## config.mk

```make
export PLATFORM = sky130hd
export DESIGN_NAME = gcd_datapath
export DESIGN_NICKNAME = d
export VERILOG_FILES = /design/src/rtl/gcd_datapath.sv
export SDC_FILE = /design/constraint.sdc
export NUM_CORES = 1
export LEC_CHECK = 0
export BUFFER_PORTS_ARGS = -buffer_cell sky130_fd_sc_hd__buf_2
export CAP_MARGIN = 20
export CELL_PAD_IN_SITES_DETAIL_PLACEMENT = 1
export CELL_PAD_IN_SITES_GLOBAL_PLACEMENT = 1
export CORE_ASPECT_RATIO = 1.25
export CORE_MARGIN = 4
export CORE_UTILIZATION = 40
export DETAILED_ROUTE_END_ITERATION = 7
export GPL_TIMING_DRIVEN = 0
export PLACE_DENSITY_LB_ADDON = 0.3
export SETUP_SLACK_MARGIN = 0.2
export SYNTH_ARGS = -nofsm -noshare
export SYNTH_HDL_FRONTEND = slang
export SYNTH_SLANG_ARGS = --single-unit
```

## constraint.sdc

```tcl
create_clock -name clk_i -period 2.6 [get_ports clk_i]
set_input_delay 0.52 -clock clk_i [delete_from_list [all_inputs] [get_ports clk_i]]
set_output_delay 0.52 -clock clk_i [all_outputs]
set_load 0.01 [all_outputs]
```

## src/rtl/gcd_datapath.sv

```systemverilog
// rtl/gcd_datapath.sv - GCD operand/result datapath with load and result handshakes
// Optional GCD_DP_ZERO_GUARD_EN: a zero operand skips RUN and resolves to A|B directly.
module gcd_datapath #(
  parameter int BusSize = 8,
  parameter int CntW    = 16
) (
  input  logic               clk_i,
  input  logic               rst_ni,
  input  logic [BusSize-1:0] A_in_i,
  input  logic [BusSize-1:0] B_in_i,
  input  logic               in_valid_i,
  output logic               in_ready_o,
  output logic [BusSize-1:0] A_o,
  output logic [BusSize-1:0] B_o,
  output logic               go_o,
  input  logic [1:0]         A_op_i,
  input  logic [1:0]         B_op_i,
  input  logic               done_i,
  output logic [BusSize-1:0] result_o,
  output logic               res_valid_o,
  input  logic               res_ready_i,
  output logic               busy_o,
  output logic [CntW-1:0]    cycles_o
);

  typedef enum logic [1:0] {
    S_IDLE = 2'd0,
    S_RUN  = 2'd1,
    S_HOLD = 2'd2
  } state_t;

  state_t             state_q, state_d;
  logic [BusSize-1:0] a_q, b_q, result_q;
  logic [BusSize-1:0] a_next, b_next;
  logic [CntW-1:0]    cycles_q;
  logic               zero_load;

`ifdef GCD_DP_ZERO_GUARD_EN
  assign zero_load = (A_in_i == '0) || (B_in_i == '0);
`else
  assign zero_load = 1'b0;
`endif

  always_ff @(posedge clk_i or negedge rst_ni) begin
    if (!rst_ni) begin
      state_q <= S_IDLE;
    end else begin
      state_q <= state_d;
    end
  end

  always_comb begin
    state_d     = state_q;
    in_ready_o  = 1'b0;
    go_o        = 1'b0;
    res_valid_o = 1'b0;
    busy_o      = 1'b0;
    case (state_q)
      S_IDLE: begin
        in_ready_o = 1'b1;
        if (in_valid_i) begin
          state_d = zero_load ? S_HOLD : S_RUN;
        end
      end
      S_RUN: begin
        go_o   = 1'b1;
        busy_o = 1'b1;
        if (done_i) begin
          state_d = S_HOLD;
        end
      end
      S_HOLD: begin
        res_valid_o = 1'b1;
        busy_o      = 1'b1;
        if (res_ready_i) begin
          state_d = S_IDLE;
        end
      end
      default: state_d = S_IDLE;
    endcase
  end

  // Both next values read only pre-edge registers, so A=B with B=A is a true swap.
  always_comb begin
    a_next = a_q;
    b_next = b_q;
    case (A_op_i)
      2'b00:   a_next = a_q - b_q;
      2'b01:   a_next = A_in_i;
      2'b10:   a_next = b_q;
      default: a_next = a_q;
    endcase
    case (B_op_i)
      2'b00:   b_next = B_in_i;
      2'b01:   b_next = a_q;
      default: b_next = b_q;
    endcase
  end

  always_ff @(posedge clk_i or negedge rst_ni) begin
    if (!rst_ni) begin
      a_q      <= '0;
      b_q      <= '0;
      result_q <= '0;
      cycles_q <= '0;
    end else begin
      case (state_q)
        S_IDLE: begin
          if (in_valid_i) begin
            a_q      <= A_in_i;
            b_q      <= B_in_i;
            cycles_q <= '0;
            if (zero_load) begin
              result_q <= A_in_i | B_in_i;
            end
          end
        end
        S_RUN: begin
          if (cycles_q != '1) begin
            cycles_q <= cycles_q + CntW'(1);
          end
          if (done_i) begin
            result_q <= a_q;
          end else begin
            a_q <= a_next;
            b_q <= b_next;
          end
        end
        default: ;
      endcase
    end
  end

  assign A_o      = a_q;
  assign B_o      = b_q;
  assign result_o = result_q;
  assign cycles_o = cycles_q;

endmodule
```

After elaboration in Yosys (flattened, before gate mapping) --
Index checks and enable logic that the tools add are counted. W data, S select, Z words.
Storage, ports and cells: flip-flop bits (word level) 42, word-level logic and storage cells 49
Operators by class: $add $sub $neg 2, equal/unequal tests 13, mux-type cells 19, reduce and logical (&&, ||, !) cells 10
Operators with widths (number):
- $pmux W8 S2 | 3
- $mux W16 | 2
- $mux W8 | 4
- $pmux W16 S2 | 1
- $pmux W8 S3 | 1
- $add A16 B1 Y16 const B | 1
- $ne A16 B16 Y1 const B | 1
- $ne A2 B2 Y1 const B | 5
- $reduce_and A4 Y1 | 2
- $sub A8 B8 Y8 | 1
- $eq A2 B1 Y1 const B | 3
- $logic_not A2 Y1 | 3
- $mux W2 | 3
- $pmux W2 S3 | 1
- $reduce_and A3 Y1 | 2
- $eq A2 B2 Y1 const B | 2
- $mux W1 | 4
- $ne A4 B4 Y1 const B | 1
- $ne A3 B3 Y1 const B | 1
- $reduce_and A2 Y1 | 1
- $reduce_bool A2 Y1 | 1
- $reduce_or A2 Y1 | 1

Depth between registers and ports, before layout --
word-level depth 4, gate-level depth with buffers 9, gate-level depth less buffers 9

Worst setup path after synthesis --
OpenSTA, ideal clock, no wires.
kind reg2reg, start point reg a_q[0] (netlist: A_o[0]), end point reg a_q[4] (netlist: A_o[4]), data arrival time 1970 ps, path slack 548 ps, stages on the path, launching flop included 10, clock period less this slack 2052 ps, cells stage by stage dfrtp_1 -> inv_1 -> ha_1 -> inv_1 -> fa_1 -> a21o_1 -> a22o_1 -> o311ai_0 -> o21ai_0 -> o21ai_0
Between the ends: cells in the longest elaborated chain, start to end 4
RTL lines:
- from (decl) | RTL line 33 | logic [BusSize-1:0] a_q, b_q, result_q;
- from (signal assigned) | RTL line 110 | a_q <= A_in_i;
- from (signal assigned) | RTL line 125 | a_q <= a_next;
- $sub A8 B8 Y8 | RTL line 88 | 2'b00: a_next = a_q - b_q;
- $pmux W8 S3 | RTL line 87 | case (A_op_i)
- $mux W8 | RTL line 122 | if (done_i) begin
- $pmux W8 S2 | RTL line 107 | case (state_q)
No other way between the ends. The select of a mux whose other input is x is not followed. A chain may end at the register's enable or synchronous reset.

Final worst setup path --
start point reg a_q[1] (netlist: A_o[1]), end point reg a_q[7] (netlist: A_o[7])
Same word-level chain as after synthesis.

==> qor.csv <==
metric,value,unit
worst_pin_slew,0.789,ns
clock_latency,0.30,ns
yosysWarnings,0,
slew_viol_final,0,
drtAntennaViolNets,0,
first_pass_iters,4,
crit_type,reg2reg,
path_cells,ha_1 > nor2b_1 > o31ai_2 > a211oi_1 > a2111oi_1 > nand3_1,
cts_buffer_depth,2,
synth-seq-cells,42,
grt_pass1_vias,2713,
grt_first_pass_wirelength,13100,um
fmax,0.453,GHz
cts_hold_buf,0,
avgSynthCellArea,9.59,um^2
synth_largest_area_cell,dfrtp_1,
root_buffer,clkbuf_8,
clkSinkCount,42,
layout_worst_path_cycle_share,84.8,%
ir_drop,0.499,mV
grt_antenna_before_repair,0,
status,"finished, final reports clean",
core_region_area,6650,um^2
globalRouteOverflowTotal,0,
power_density,1120,nW/um^2
slew_headroom,47.4,%
setup_viol,0,
path_delay_family,compound AO/OA/AOI/OAI gates,
rsz0062_at_grt,false,
timing_hold_violations_final,0,
synthesis.nets,331,
synth_top_area_share,37.8,%
syn_area,2780,um^2
drt_iter0_markers,74,
critPathBufInv,0,
synth_edf_count,0,
final_layout_size_suffix_gt1_share,30.2,%
synth_seq_area_share,37.8,%
via_per_inst,5.59,
gp_congestion,0.823,
critPathCaptureType,flip-flop,
nFillCells,804,
min_path_type,in2async,
p_leak,0.00160,uW
track_usage,20.1,%
yosysMostFrequentCell,dfrtp_1,
fin_worst_skew,0.00725,ns
synth_cell_type_count,58,
slowest_delay,0.47,ns
crit_required,2.77,ns
async_reset_ff_share,100,%
ys_top_cells_by_count,"dfrtp_1 (42), nand2_1 (27), o21ai_0 (22)",
areaGrowthSynthToFinish,20.7,%
cp.arrival,2.37,ns
final_nets,407,
detail_route.wirelength,7940,um
grt_max_degree,43,
fin_util,50.5,%
cts-buffers-inserted,5,
worst_setup_path_start_kind,flip-flop,
finalPower,3780,uW
hpwl,6080,um
ff_latch_area,1050,um^2
route.detailed.drc,0,
portBuffers,68,
via_count,2540,
crit_fanout,6,
wl_per_cell,17.5,um
clkTransAtPathRegs,0.09,ns
min_period,2.21,ns
dieArea,8360,um^2
tritoncts,yes,
synth_ff_type,dfrtp_1,
die_w,82.6,um
htree_levels,2,
slowest_stage,dfrtp_1,
drv_cap,0,
synth_cells,290,
tns,0,ns
multi_input_area,1570,um^2
die_h,101,um
synth_area_leaders,"dfrtp_1 (38%), ha_1 (6.7%), o21ai_0 (4.0%)",
rows,33,
start_util,41.8,%
pin_count,69,
n_antenna_cell,0,
## sequential cells by signal, indices dropped and copies added (netlist names)
name and cells:
cycles_o 16, A_o 8, B_o 8, result_o 8
state_q 2
## per-stage QoR
step	hold WS [ns]	std cells	cell area, um^2	worst slack [ns]
floorplan	0.224	290	2780	0.548
global placement	0.459	445	3230	0.296
detailed placement	0.488	445	3230	0.247
CTS	0.415	453	3340	0.291
global route	0.172	454	3360	0.223
finish	0.149	454	3360	0.395
## metal layers
layer	GRT usage, %	wire length (um)	vias to the layer above
met1	23.0	3170	1264
li1	-	-	1197
met2	37.5	4270	67
met5	0	0	-
met3	3.47	364	12
met4	5.79	131	0
## cell families after synthesis
kind of cell / count (synthesis) / synth area share (%)
DFF: 42 / 37.8
buffers and inverters: 33 / 5.62
adders and majority gates: 16 / 7.47
and+or+nand+nor: 95 / 19.1
muxes: 16 / 6.25
xor gates and xnor gates: 12 / 3.78
AOI/OAI and AO/OA: 76 / 20.0
## final cells by class
type                            count  area share (%)
Clock inverter                      1           0.895
Sequential cell                    42            31.3
Timing Repair Buffer               69            10.7
Tap cell                           87            3.24
Clock buffer                        7            2.27
Inverter                           19            2.12
Buffer                             14            2.53
Multi-Input combinational cell    215            46.9
## repair_timing
action	CTS	global route
gates resized for setup	0	2
endpoints found under the setup margin	0	1
setup buffers	0	0
## power breakdown
| part | leakage [uW] | switching, uW | internal, uW |
|---|---|---|---|
| registers | 0.000541 | 244 | 877 |
| clock network | 0.0000524 | 232 | 288 |
| logic | 0.00100 | 1240 | 897 |
## cells in the final DEF, fill, tap and decap left out, types with 3 or more instances in the layout
master,Yosys,routed
buf_2,2,70
dfrtp_1,42,42
nand2_1,27,27
o21ai_0,22,21
nor2_1,20,20
inv_1,18,18
ha_1,15,15
a21oi_1,12,12
xnor2_1,12,12
clkbuf_1,7,9
nand3_1,9,9
mux2i_1,8,8
mux2_2,7,7
a211oi_1,6,6
nor3_1,6,6
nand4_1,5,5
a21o_1,5,5
clkbuf_8,0,5
buf_6,4,4
and4_4,4,4
a31oi_1,3,3
and3_1,3,3
a22o_1,3,3
## path summary, 6_finish.rpt
path	from	to	slack [ns]	cells past startpoint
worst min-delay path	rst_ni	state_q[1]	0.15	1
worst min register to register	result_o[2]	result_o[2]	0.50	1
worst max register to register	A_o[1]	A_o[7]	0.39	6
worst max-delay path	A_o[1]	A_o[7]	0.39	6
max in group asynchronous	rst_ni	result_o[4]	1.95	2
min in group clk_i	result_o[2]	result_o[2]	0.50	1
Note: power is estimated with default switching activity, not from simulation.
